File: config.mk
export PLATFORM = sky130hd
export DESIGN_NAME = fetch_pc_unit
export DESIGN_NICKNAME = d
export VERILOG_FILES = /design/src/rtl/fetch_pc_unit.sv
export SDC_FILE = /design/constraint.sdc
export NUM_CORES = 1
export LEC_CHECK = 0
export ABC_CLOCK_PERIOD_IN_PS = 4800
export CAP_MARGIN = 40
export CORE_AREA = 2 2 96 98
export DETAILED_ROUTE_END_ITERATION = 10
export DIE_AREA = 0 0 98 100
export SYNTH_ARGS = -nofsm -noshare
export SYNTH_HDL_FRONTEND = slang
export SYNTH_SLANG_ARGS = --single-unit
File: constraint.sdc
create_clock -name clk -period 4.8 [get_ports clk]
set_clock_uncertainty 0.05 [all_clocks]
set_input_delay 0.48 -clock clk [delete_from_list [all_inputs] [get_ports clk]]
set_output_delay 0.48 -clock clk [all_outputs]
set_load 0.05 [all_outputs]
File: src/rtl/fetch_pc_unit.sv
`default_nettype none
// +--------------------------------------------------------------------+
// | fetch_pc_unit : PC register, next-PC resolution and return stack   |
// | Revision 1.0                                                        |
// +--------------------------------------------------------------------+
module fetch_pc_unit #(
  parameter int PC_WIDTH  = 10,
  parameter int OP_WIDTH  = 5,
  parameter int RAS_DEPTH = 4
) (
  input  logic                        clk,
  input  logic                        rst_n,
  input  logic                        start,
  input  logic                        halt,
  input  logic [OP_WIDTH-1:0]         opcode,
  input  logic                        jump,
  input  logic                        call,
  input  logic                        ret,
  input  logic [PC_WIDTH-1:0]         target,
  input  logic                        eq_flag,
  input  logic                        zero_flag,
  input  logic                        gt_flag,
  input  logic                        lt_flag,
  output logic [PC_WIDTH-1:0]         pc,
  output logic                        running,
  output logic                        done,
  output logic                        fault,
  output logic [$clog2(RAS_DEPTH):0]  ras_count
);

  localparam int c_ras_aw = $clog2(RAS_DEPTH);
  localparam int c_cnt_w  = c_ras_aw + 1;

  localparam logic [c_cnt_w-1:0] c_ras_full = c_cnt_w'(RAS_DEPTH);
  localparam logic [c_cnt_w-1:0] c_ras_zero = '0;

  localparam logic [OP_WIDTH-1:0] c_op_je  = OP_WIDTH'(5'b00011);
  localparam logic [OP_WIDTH-1:0] c_op_jz  = OP_WIDTH'(5'b00100);
  localparam logic [OP_WIDTH-1:0] c_op_jgt = OP_WIDTH'(5'b11001);
  localparam logic [OP_WIDTH-1:0] c_op_jlt = OP_WIDTH'(5'b11010);

  localparam logic [1:0] c_st_idle   = 2'd0;
  localparam logic [1:0] c_st_run    = 2'd1;
  localparam logic [1:0] c_st_halted = 2'd2;
  localparam logic [1:0] c_st_fault  = 2'd3;

  logic [1:0]          r_state;
  logic [1:0]          w_state_nxt;
  logic [PC_WIDTH-1:0] r_pc;
  logic [PC_WIDTH-1:0] w_pc_nxt;
  logic [PC_WIDTH-1:0] w_pc_inc;
  logic [c_cnt_w-1:0]  r_ras_cnt;
  logic [c_cnt_w-1:0]  w_ras_cnt_nxt;
  logic [c_ras_aw-1:0] w_wr_idx;
  logic [c_ras_aw-1:0] w_rd_idx;
  logic [PC_WIDTH-1:0] r_ras [RAS_DEPTH];
  logic                w_push;
  logic                w_taken;

  // Natural wrap of the PC width gives the modulo-2^PC_WIDTH increment.
  assign w_pc_inc = r_pc + PC_WIDTH'(1);
  assign w_wr_idx = r_ras_cnt[c_ras_aw-1:0];
  assign w_rd_idx = r_ras_cnt[c_ras_aw-1:0] - c_ras_aw'(1);

  always_comb begin
    case (opcode)
      c_op_je:  w_taken = eq_flag;
      c_op_jz:  w_taken = zero_flag;
      c_op_jgt: w_taken = gt_flag;
      c_op_jlt: w_taken = lt_flag;
      default:  w_taken = 1'b1;
    endcase
  end

  always_ff @(posedge clk or negedge rst_n) begin
    if (!rst_n) begin
      r_state   <= c_st_idle;
      r_pc      <= '0;
      r_ras_cnt <= '0;
    end else begin
      r_state   <= w_state_nxt;
      r_pc      <= w_pc_nxt;
      r_ras_cnt <= w_ras_cnt_nxt;
    end
  end

  always_comb begin
    w_state_nxt   = r_state;
    w_pc_nxt      = r_pc;
    w_ras_cnt_nxt = r_ras_cnt;
    w_push        = 1'b0;
    case (r_state)
      c_st_idle: begin
        if (start) begin
          w_state_nxt = c_st_run;
          w_pc_nxt    = '0;
        end
      end
      c_st_run: begin
        // Priority: halt, illegal call+ret, underflow, overflow, call, ret, jump.
        if (halt) begin
          w_state_nxt = c_st_halted;
        end else if (call && ret) begin
          w_state_nxt = c_st_fault;
        end else if (ret && (r_ras_cnt == c_ras_zero)) begin
          w_state_nxt = c_st_fault;
        end else if (call && (r_ras_cnt == c_ras_full)) begin
          w_state_nxt = c_st_fault;
        end else if (call) begin
          w_push        = 1'b1;
          w_ras_cnt_nxt = r_ras_cnt + c_cnt_w'(1);
          w_pc_nxt      = target;
        end else if (ret) begin
          w_ras_cnt_nxt = r_ras_cnt - c_cnt_w'(1);
          w_pc_nxt      = r_ras[w_rd_idx];
        end else if (jump && w_taken) begin
          w_pc_nxt = target;
        end else begin
          w_pc_nxt = w_pc_inc;
        end
      end
      c_st_halted: begin
        if (start) begin
          w_state_nxt   = c_st_run;
          w_pc_nxt      = '0;
          w_ras_cnt_nxt = '0;
        end
      end
      default: begin
        w_state_nxt = c_st_fault;
      end
    endcase
  end

  always_comb begin
    running = (r_state == c_st_run);
    done    = (r_state == c_st_halted);
    fault   = (r_state == c_st_fault);
  end

  for (genvar gi = 0; gi < RAS_DEPTH; gi++) begin : g_ras
    always_ff @(posedge clk or negedge rst_n) begin
      if (!rst_n) begin
        r_ras[gi] <= '0;
      end else if (w_push && (w_wr_idx == c_ras_aw'(gi))) begin
        r_ras[gi] <= w_pc_inc;
      end
    end
  end

  assign pc        = r_pc;
  assign ras_count = r_ras_cnt;

endmodule
`default_nettype wire

==> results of run 1 <==
layout make-up:
cell class                      instances  area [um2]  area share [%]
Timing Repair Buffer                   44         428            11.9
Clock buffer                            6        72.6            2.02
Clock inverter                          2        12.5           0.349
Sequential cell                        55        1380            38.4
Tap cell                              111         139            3.87
Inverter                               13        48.8            1.36
Multi-Input combinational cell        204        1510            42.1
worst max path at each step:
| stage | to | cells after the start | slack, ps | start |
|---|---|---|---|---|
| 2_1_floorplan | pc[5] | 9 | 2250 | ras_count[0] |
| 3_3_place_gp | pc[5] | 6 | 1860 | call |
| 3_5_place_dp | pc[5] | 6 | 1790 | call |
| 4_1_cts | pc[5] | 6 | 2120 | call |
| 5_1_grt | pc[5] | 6 | 1900 | call |
| 6_report | pc[5] | 6 | 2100 | call |
synth_stat cells (3+ instances only):
cell / instances
nand4_1: 4
o221ai_1: 4
mux4_2: 10
ha_1: 5
inv_1: 13
nand2_2: 3
xnor2_1: 4
a21oi_1: 17
nand3_1: 9
o31ai_1: 3
mux2_2: 22
buf_2: 8
xor2_1: 5
nor3_1: 6
nor2_1: 22
o211ai_1: 3
nand2_1: 23
o21ai_0: 28
a22oi_1: 5
dfrtp_1: 55
per-layer routing:
layer | wire length, um | GRT usage (%) | share of wire (%) | up-vias
met1 | 3440 | 22.4 | 48 | 1133
met4 | 80 | 4.49 | 1.1 | 0
met5 | 0 | 0 | 0 | -
li1 | - | - | - | 1107
met3 | 390 | 3.06 | 5.4 | 7
met2 | 3270 | 23.2 | 46 | 76
logic make-up (layout without fill, tap and decap cells):
family,after synthesis,count (layout)
and+or+nand+nor,85,85
AOI/OAI and AO/OA,70,70
DFF,55,55
muxes,34,34
buffers and inverters,24,65
xor gates and xnor gates,9,9
adders and majority gates,6,6
power breakdown:
group	switching, W	internal [W]
clock	0.000153	0.000102
combinational	0.000235	0.000145
sequential	0.0000463	0.000498
total	0.000434	0.000745
flip-flops by register name (all words and copies together) (netlist names):
name and flops:
r_state 2, pc 10, r_ras 40, ras_count 3
per-stage QoR:
| stage | hold WS (ps) | setup WS [ps] | total power, W | cells | util, % |
|---|---|---|---|---|---|
| floorplan | 134 | 2250 | 0.000790 | 283 | - |
| global placement | 406 | 1860 | 0.000931 | 426 | 39.3 |
| detailed placement | 417 | 1790 | 0.000935 | 427 | 39.4 |
| CTS | 282 | 2120 | 0.00119 | 435 | 40.3 |
| global route | 303 | 1900 | 0.00125 | 435 | 40.3 |
| finish | 248 | 2100 | 0.00118 | 435 | 40.3 |
worst max-delay path: stages:
cell and delay [ps]:
clkdlybuf4s50_1 890, mux2i_1 220, o211ai_2 620, and2_1 400, a22o_1 200, a21o_1 80
==> impl_metrics.csv, run 1 <==
group,metric,value,unit
detailed_routing,via_per_inst,5.34,
final_layout,final_cell_mix,"dfrtp_1 (55), clkdlybuf4s50_1 (40), o21ai_0 (28), nand2_1 (23)",
global_routing,antenna_found_initial,0,
yosys,synthSimpleGateAreaFrac,14.3,%
worst_setup_path,arrival,2900,ps
worst_setup_path,r2r_start,"ras_count[0]",
yosys,syn_area,2990,um2
sta,post-route-period-util,56.2,%
sta,worst_pin_slew,710,ps
detailed_routing,route.detailed.drc,0,
global_routing,grt_max_degree,56,
clocking,cts_inserted_buffers,5,
clocking,cts-resized-gates,0,
detailed_routing,vias,2323,
run,cap_violations,0,
global_routing,grt_pass1_vias,2316,
detailed_routing,detail-route-antenna-nets,0,
clocking,insertion_delay,310,ps
clocking,root_buffer,"clkbuf_8",
clocking,cts-htree-levels,2,
worst_setup_path,worst_r2r_endpoint,"pc[5]",
final_layout,syn_to_final_growth,19.8,%
yosys,synth_compound_gate_area_share,14.3,%
detailed_routing,drt_wl_total,7180,um
yosys,synth_top_cell_by_area,"dfrtp_1",
die,dieArea,9800,um2
yosys,yosys-top-cells-area,"dfrtp_1 (46%), mux2_2 (8.3%), mux4_2 (7.5%)",
yosys,synth_top_family_by_area,"multiplexers",
final_layout,layout.nets,355,
worst_setup_path,cp.required,5000,ps
yosys,syn_nets,315,
yosys,yosysWarnings,0,
die,num_io_pins,42,
min_path,worstHoldPathType,"in -> async",
die,die_w,98,um
yosys,synth_xor_xnor_area_share,2.63,%
worst_setup_path,crit_type,"in -> reg",
detailed_routing,drtIter0Drc,97,
yosys,synth.avg_cell_area,10.6,um2
yosys,synth_ff_type,"dfrtp_1",
sta,final-hold-violation-count,0,
yosys,ys_ff_latch,55,
clocking,clock-sinks,55,
final_layout,postLayoutCellArea,3590,um2
worst_setup_path,rrSetupSlack,2270,ps
global_routing,grt_pass1_wl,11900,um
power_and_ir_drop,peakVddDrop,0.146,mV
placement,portBuffers,41,
yosys,async_flop_share,100,%
yosys,synth-edff-count,0,
die,dieHeight,100,um
clocking,cts_buffer_depth,2,
sta,slew_viol_final,0,
clocking,cts_tree,"built",
power_and_ir_drop,p_per_area,329,nW/um2
power_and_ir_drop,p_leak,1.55,nW
yosys,yosys.area.top_type_share,46.0,%
placement,dp_hpwl,5340,um
worst_setup_path,worstRegToRegCells,8,
die,rows,35,
final_layout,final_common_cell,"dfrtp_1",
sta,relSlewSlack,52.5,%
final_layout,insertedDiodeCount,0,
detailed_routing,dr.pass1.iters,4,
sta,rsz0062_at_grt,"no",
worst_setup_path,start_kind,"input port",
clocking,hold_buffers,0,
placement,placed_cell_area,3500,um2
yosys,seq_area_frac_synth,46.0,%
worst_setup_path,end_kind,"flop",
yosys,synth_fa_ha_area_share,2.76,%
clocking,cts.clk_slew.worst_paths,100,ps
worst_setup_path,crit_fanout,18,
sta,fmaxAchievable,370,MHz
yosys,synth_cells,283,
yosys,yosysUniqueCellTypes,45,
sta,min_period,2700,ps
global_routing,grt_util_all_layers,15.3,%
run_status,status,"finished, final reports clean",
detailed_routing,wl_per_cell,16.5,um
final_layout,fillers,867,
yosys,synth_mux_area_share,16.5,%
clocking,cts_setup_buffers,0,
sta,setup_violations,0,
sta,setup_tns,0,ps
global_routing,overflow,0,
final_layout,drive_gt1_share,15.7,%
die,core,8890,um2
placement,place_congestion,0.854,
die,start_util,33.7,%
Note: power is estimated with default switching activity, not from simulation.
==> run 2: changes to the inputs <==
--- a/config.mk
+++ b/config.mk
@@ -5,7 +5,7 @@
 export SDC_FILE = /design/constraint.sdc
 export NUM_CORES = 1
 export LEC_CHECK = 0
-export ABC_CLOCK_PERIOD_IN_PS = 4800
+export ABC_CLOCK_PERIOD_IN_PS = 2300
 export CAP_MARGIN = 40
 export CORE_AREA = 2 2 96 98
 export DETAILED_ROUTE_END_ITERATION = 10
==> constraint.sdc (replaced) <==
create_clock -name clk -period 2.3 [get_ports clk]
set_clock_uncertainty 0.05 [all_clocks]
set_input_delay 0.23 -clock clk [delete_from_list [all_inputs] [get_ports clk]]
set_output_delay 0.23 -clock clk [all_outputs]
set_load 0.05 [all_outputs]
==> run 2 against run 1 <==
Effect of this change: largest cell class unchanged; total power is 110% higher; sequential cell count unchanged; sequential share of layout area is 0.60 points lower; global-route usage grew 0.98 points; setup slack got worse by 1900 ps; sequential power up 110%; design area grew 1.7%; non-clock buffer count rose by 8; critical endpoint is now done; wire length grew 4.9%; clock power is 100% higher; largest power group unchanged.
==> impl_metrics.csv, run 2 (synthesis results as in run 1) <==
group,metric,value,unit
sta,worst_slack,162,ps
global_routing,grt_max_degree,28,
sta,relSlewSlack,60.1,%
sta,rsz0062_at_grt,"no",
final_layout,layout.nets,363,
global_routing,grt_pass1_vias,2364,
final_layout,post_layout_nonfiller_instances,443,
clocking,root_buffer,"clkbuf_8",
clocking,cts_setup_buffers,0,
detailed_routing,dr.pass1.iters,4,
worst_setup_path,crit_fanout,6,
sta,setup_violations,0,
power_and_ir_drop,peakVddDrop,0.238,mV
worst_setup_path,start_kind,"flop",
run,cap_violations,0,
worst_setup_path,end_kind,"output pin",
final_layout,fin_util,41.0,%
die,dieHeight,100,um
detailed_routing,drt_wl_total,7530,um
sta,post-route-period-util,93.0,%
placement,place_congestion,0.922,
die,num_io_pins,42,
detailed_routing,wl_per_cell,17.0,um
die,core,8890,um2
clocking,cts.clk_slew.worst_paths,90,ps
clocking,cts_buffer_depth,2,
final_layout,seqCellArea,1380,um2
clocking,clock-sinks,55,
placement,dp_slack,126,ps
sta,setup_tns,0,ps
worst_setup_path,crit_slowest_cell,"clkdlybuf4s50_1",
global_routing,antenna_found_initial,0,
final_layout,regMostFlops,"r_ras",
final_layout,insertedDiodeCount,0,
worst_setup_path,cpPeakStageDelay,860,ps
worst_setup_path,cp.required,2020,ps
sta,whs,288,ps
clocking,insertion_delay,300,ps
clocking,hold_buffers,1,
final_layout,syn_to_final_growth,21.8,%
global_routing,overflow,0,
placement,portBuffers,41,
power_and_ir_drop,p_leak,1.59,nW
worst_setup_path,crit_type,"reg -> out",
final_layout,final_cell_mix,"dfrtp_1 (54), clkdlybuf4s50_1 (40), o21ai_0 (28), nand2_1 (23)",
detailed_routing,vias,2311,
global_routing,grt_util_all_layers,16.3,%
detailed_routing,detail-route-antenna-nets,0,
global_routing,grt_pass1_wl,12400,um
clocking,cts_tree,"built",
run_status,status,"finished, final reports clean",
clocking,cts_inserted_buffers,5,
worst_setup_path,arrival,1860,ps
detailed_routing,via_per_inst,5.22,
die,start_util,33.7,%
min_path,worstHoldPathType,"in -> async",
die,rows,35,
placement,dp_hpwl,5740,um
sta,fmaxAchievable,468,MHz
detailed_routing,drtIter0Drc,114,
sta,slew_viol_final,0,
power_and_ir_drop,p_per_area,682,nW/um2
die,dieArea,9800,um2
sta,min_period,2140,ps
final_layout,largest_reg_flops,40,
final_layout,multiInputGateArea,1510,um2
final_layout,fillers,892,
sta,worst_pin_slew,593,ps
final_layout,final_common_cell,"dfrtp_1",
clocking,cts-resized-gates,0,
worst_setup_path,path_cells,"nor2_1, clkdlybuf4s50_1",
final_layout,drive_gt1_share,17.5,%
clocking,cts-htree-levels,2,
placement,dpl.cell_count,434,
sta,final-hold-violation-count,0,
die,die_w,98,um
detailed_routing,route.detailed.drc,0,
run 2: changes by cell type in the layout (fill, tap and decap cells not counted):
cell and delta:
clkbuf_1 +1, buf_4 +7, dfrtp_1 -1, clkinvlp_4 -1, dlygate4sd3_1 +1, dfrtp_2 +1
run 2: area by class of cell:
cell class	instances	area share [%]
inverters	13	1.34
multi-input cells	204	41.4
clock buffers	7	2.09
well taps	111	3.81
clock inverters	1	0.137
flip-flops and latches	55	37.8
repair buffers	52	13.5
run 2: metal layers:
layer	track usage, %	wire length, um
met5	0	0
met4	6.41	150
met2	26.3	3540
met3	2.79	358
met1	22.0	3480
run 2: critical path, delay by kind of cell, from the launching register on:
family	cells	cell delay (ps)
flops	1	430
simple gates	1	260
buf+inv	1	860
run 2: worst paths after layout:
kind | from | to | slack [ps] | cells past startpoint
min in group clk | r_ras[0] | r_ras[0] | 440 | 2
min | rst_n | r_ras[10] | 290 | 2
min reg2reg | r_ras[0] | r_ras[0] | 440 | 2
max | r_state[0] | done | 160 | 2
max in group asynchronous | rst_n | r_ras[16] | 1280 | 3
max reg2reg | ras_count[1] | pc[8] | 250 | 8
run 2: stage by stage:
step	total power [W]	area (um2)
final	0.00249	3650
after global routing	0.00262	3650
after CTS	0.00251	3650
after detailed placement	0.00199	3550
after global placement	0.00198	3550
after floorplan	0.00165	3000
run 2: power breakdown:
group / switching [W] / leakage, nW / internal (W) / total (W)
clock network: 0.000304 / 0.0422 / 0.000215 / 0.000519
registers: 0.0000974 / 0.748 / 0.00104 / 0.00114
logic: 0.000506 / 0.799 / 0.000325 / 0.000831
==> run 3: changes to the inputs <==
--- a/config.mk
+++ b/config.mk
@@ -10,6 +10,8 @@
 export CORE_AREA = 2 2 96 98
 export DETAILED_ROUTE_END_ITERATION = 10
 export DIE_AREA = 0 0 98 100
+export GPL_ROUTABILITY_DRIVEN = 0
+export GPL_TIMING_DRIVEN = 0
 export SYNTH_ARGS = -nofsm -noshare
 export SYNTH_HDL_FRONTEND = slang
 export SYNTH_SLANG_ARGS = --single-unit
==> run 3 against run 2 <==
Effect of this change: utilization up 0.58 points; largest cell class unchanged; first-iteration DRC count up 25%; maximum frequency down 0.93%; clock-buffer cell count down 2.
==> impl_metrics.csv, run 3 (synthesis results as in run 1) <==
group,metric,value,unit
power_and_ir_drop,seq_power_share,45.3,%
sta,slew_viol_final,0,
sta,worst_pin_slew,627,ps
clocking,clock-sinks,55,
die,rows,35,
die,die_w,98,um
detailed_routing,drt_wl_total,7720,um
worst_setup_path,cp.required,2430,ps
sta,final-hold-violation-count,0,
worst_setup_path,crit_path_frequent_cell,"inv_1",
detailed_routing,via_per_inst,5.31,
global_routing,grt_pass1_wl,12500,um
sta,rsz0062_at_grt,"no",
worst_setup_path,crit_slowest_cell,"dfrtp_2",
die,num_io_pins,42,
die,start_util,33.7,%
power_and_ir_drop,p_per_area,685,nW/um2
placement,dp_slack,-156,ps
clocking,cts_inserted_buffers,5,
final_layout,layout.nets,366,
power_and_ir_drop,peakVddDrop,0.291,mV
detailed_routing,route.detailed.drc,0,
final_layout,fin_util,41.6,%
run,cap_violations,0,
final_layout,fillers,869,
power_and_ir_drop,power_switching,0.000944,W
detailed_routing,detail-route-antenna-nets,0,
placement,placed_cell_area,3560,um2
clocking,insertion_delay,310,ps
die,core,8890,um2
final_layout,regMostFlops,"r_ras",
sta,setup_violations,0,
placement,dp_hpwl,5720,um
sta,post-route-period-util,93.8,%
final_layout,seqCellArea,1380,um2
global_routing,overflow,0,
detailed_routing,drtIter0Drc,143,
worst_setup_path,cpPeakStageDelay,450,ps
global_routing,antenna_found_initial,0,
sta,relSlewSlack,57.9,%
run_status,status,"finished, final reports clean",
final_layout,final_common_cell,"dfrtp_1",
power_and_ir_drop,clock_power_share,21.3,%
clocking,cts.clk_slew.worst_paths,100,ps
detailed_routing,vias,2369,
power_and_ir_drop,p_int,0.00159,W
worst_setup_path,crit_fanout,10,
global_routing,grt_pass1_vias,2409,
clocking,root_buffer,"clkbuf_8",
worst_setup_path,arrival,2290,ps
final_layout,final_cell_mix,"dfrtp_1 (54), clkdlybuf4s50_1 (40), o21ai_0 (28), nand2_1 (23)",
worst_setup_path,end_kind,"flop",
power_and_ir_drop,pwr-share-comb,33.4,%
die,dieHeight,100,um
global_routing,grt_max_degree,38,
detailed_routing,wl_per_cell,17.3,um
power_and_ir_drop,p_leak,1.60,nW
die,dieArea,9800,um2
final_layout,drive_gt1_share,18.5,%
sta,fmaxAchievable,463,MHz
sta,setup_tns,0,ps
final_layout,syn_to_final_growth,23.5,%
min_path,worstHoldPathType,"in -> async",
clocking,cts_buffer_depth,2,
worst_setup_path,crit_type,"reg -> reg",
placement,portBuffers,41,
sta,min_period,2160,ps
sta,worst_slack,142,ps
final_layout,postLayoutCellArea,3700,um2
final_layout,largest_reg_flops,40,
global_routing,grt_util_all_layers,16.4,%
clocking,cts_tree,"built",
worst_setup_path,path_cells,"buf_12, inv_1, ha_1, inv_1, o211ai_4, buf_2, nor2_1, o21ai_0, o221ai_1",
placement,dpl.cell_count,436,
clocking,cts-htree-levels,2,
worst_setup_path,start_kind,"flop",
final_layout,post_layout_nonfiller_instances,446,
detailed_routing,dr.pass1.iters,4,
final_layout,multiInputGateArea,1520,um2
power_and_ir_drop,sw_frac_of_total,37.2,%
final_layout,insertedDiodeCount,0,
==> run 3: power groups by stage <==
stage               clock (W)  combinational, W  sequential (W)
CTS                  0.000562          0.000834         0.00116
global route         0.000592          0.000909         0.00116
global placement            0          0.000784         0.00117
finish               0.000541          0.000846         0.00115
detailed placement          0          0.000800         0.00117
floorplan                   0          0.000336         0.00132
==> run 3: cell type report <==
cell class	instances	share of cell area [%]
multi-input combinational	204	41.2
sequential	55	37.3
timing repair buffer	44	12.0
tap	111	3.76
buffer	11	2.10
clock buffer	5	1.86
inverter	13	1.32
clock inverter	3	0.508
==> run 3: final timing paths <==
check / to / depth (start not counted) / slack, ps / from
min in group clk: r_ras[22] / 2 / 430 / r_ras[22]
max: pc[9] / 9 / 140 / ras_count[0]
max reg2reg: pc[9] / 9 / 140 / ras_count[0]
max in group asynchronous: ras_count[0] / 3 / 1300 / rst_n
min: r_ras[3] / 2 / 350 / rst_n
min reg2reg: r_ras[22] / 2 / 430 / r_ras[22]
==> run 3: repair_timing <==
action / CTS / global route
hold buffers: 1 / 0
pin swaps: 0 / 0
endpoints found under the hold margin: 18 / 0
setup buffers: 0 / 1
gates resized for setup: 6 / 0
setup endpoints to repair: 9 / 11
==> run 3: critical path: cells and delay by family (launching register included) <==
kind,cells,cell delay (ps)
buffers and inverters,4,690
AO/OA/AOI/OAI,3,570
flip-flops,1,450
adder cells (fa/ha/maj),1,180
AND/OR/NAND/NOR,1,100
==> run 3: layer usage <==
metal  vias up  global-route usage, %  part of all wire, %
li1       1126                      -                    -
met5         -                      0                    0
met1      1165                   22.1                   46
met3         9                   3.27                  5.5
met4         0                   3.85                 0.96
met2        69                   27.3                   48
==> run 3: metrics by stage <==
step                power (W)  hold WS (ps)
floorplan             0.00165          -116
global placement      0.00195           408
detailed placement    0.00197           169
CTS                   0.00255           361
global route          0.00266           385
finish                0.00253           348
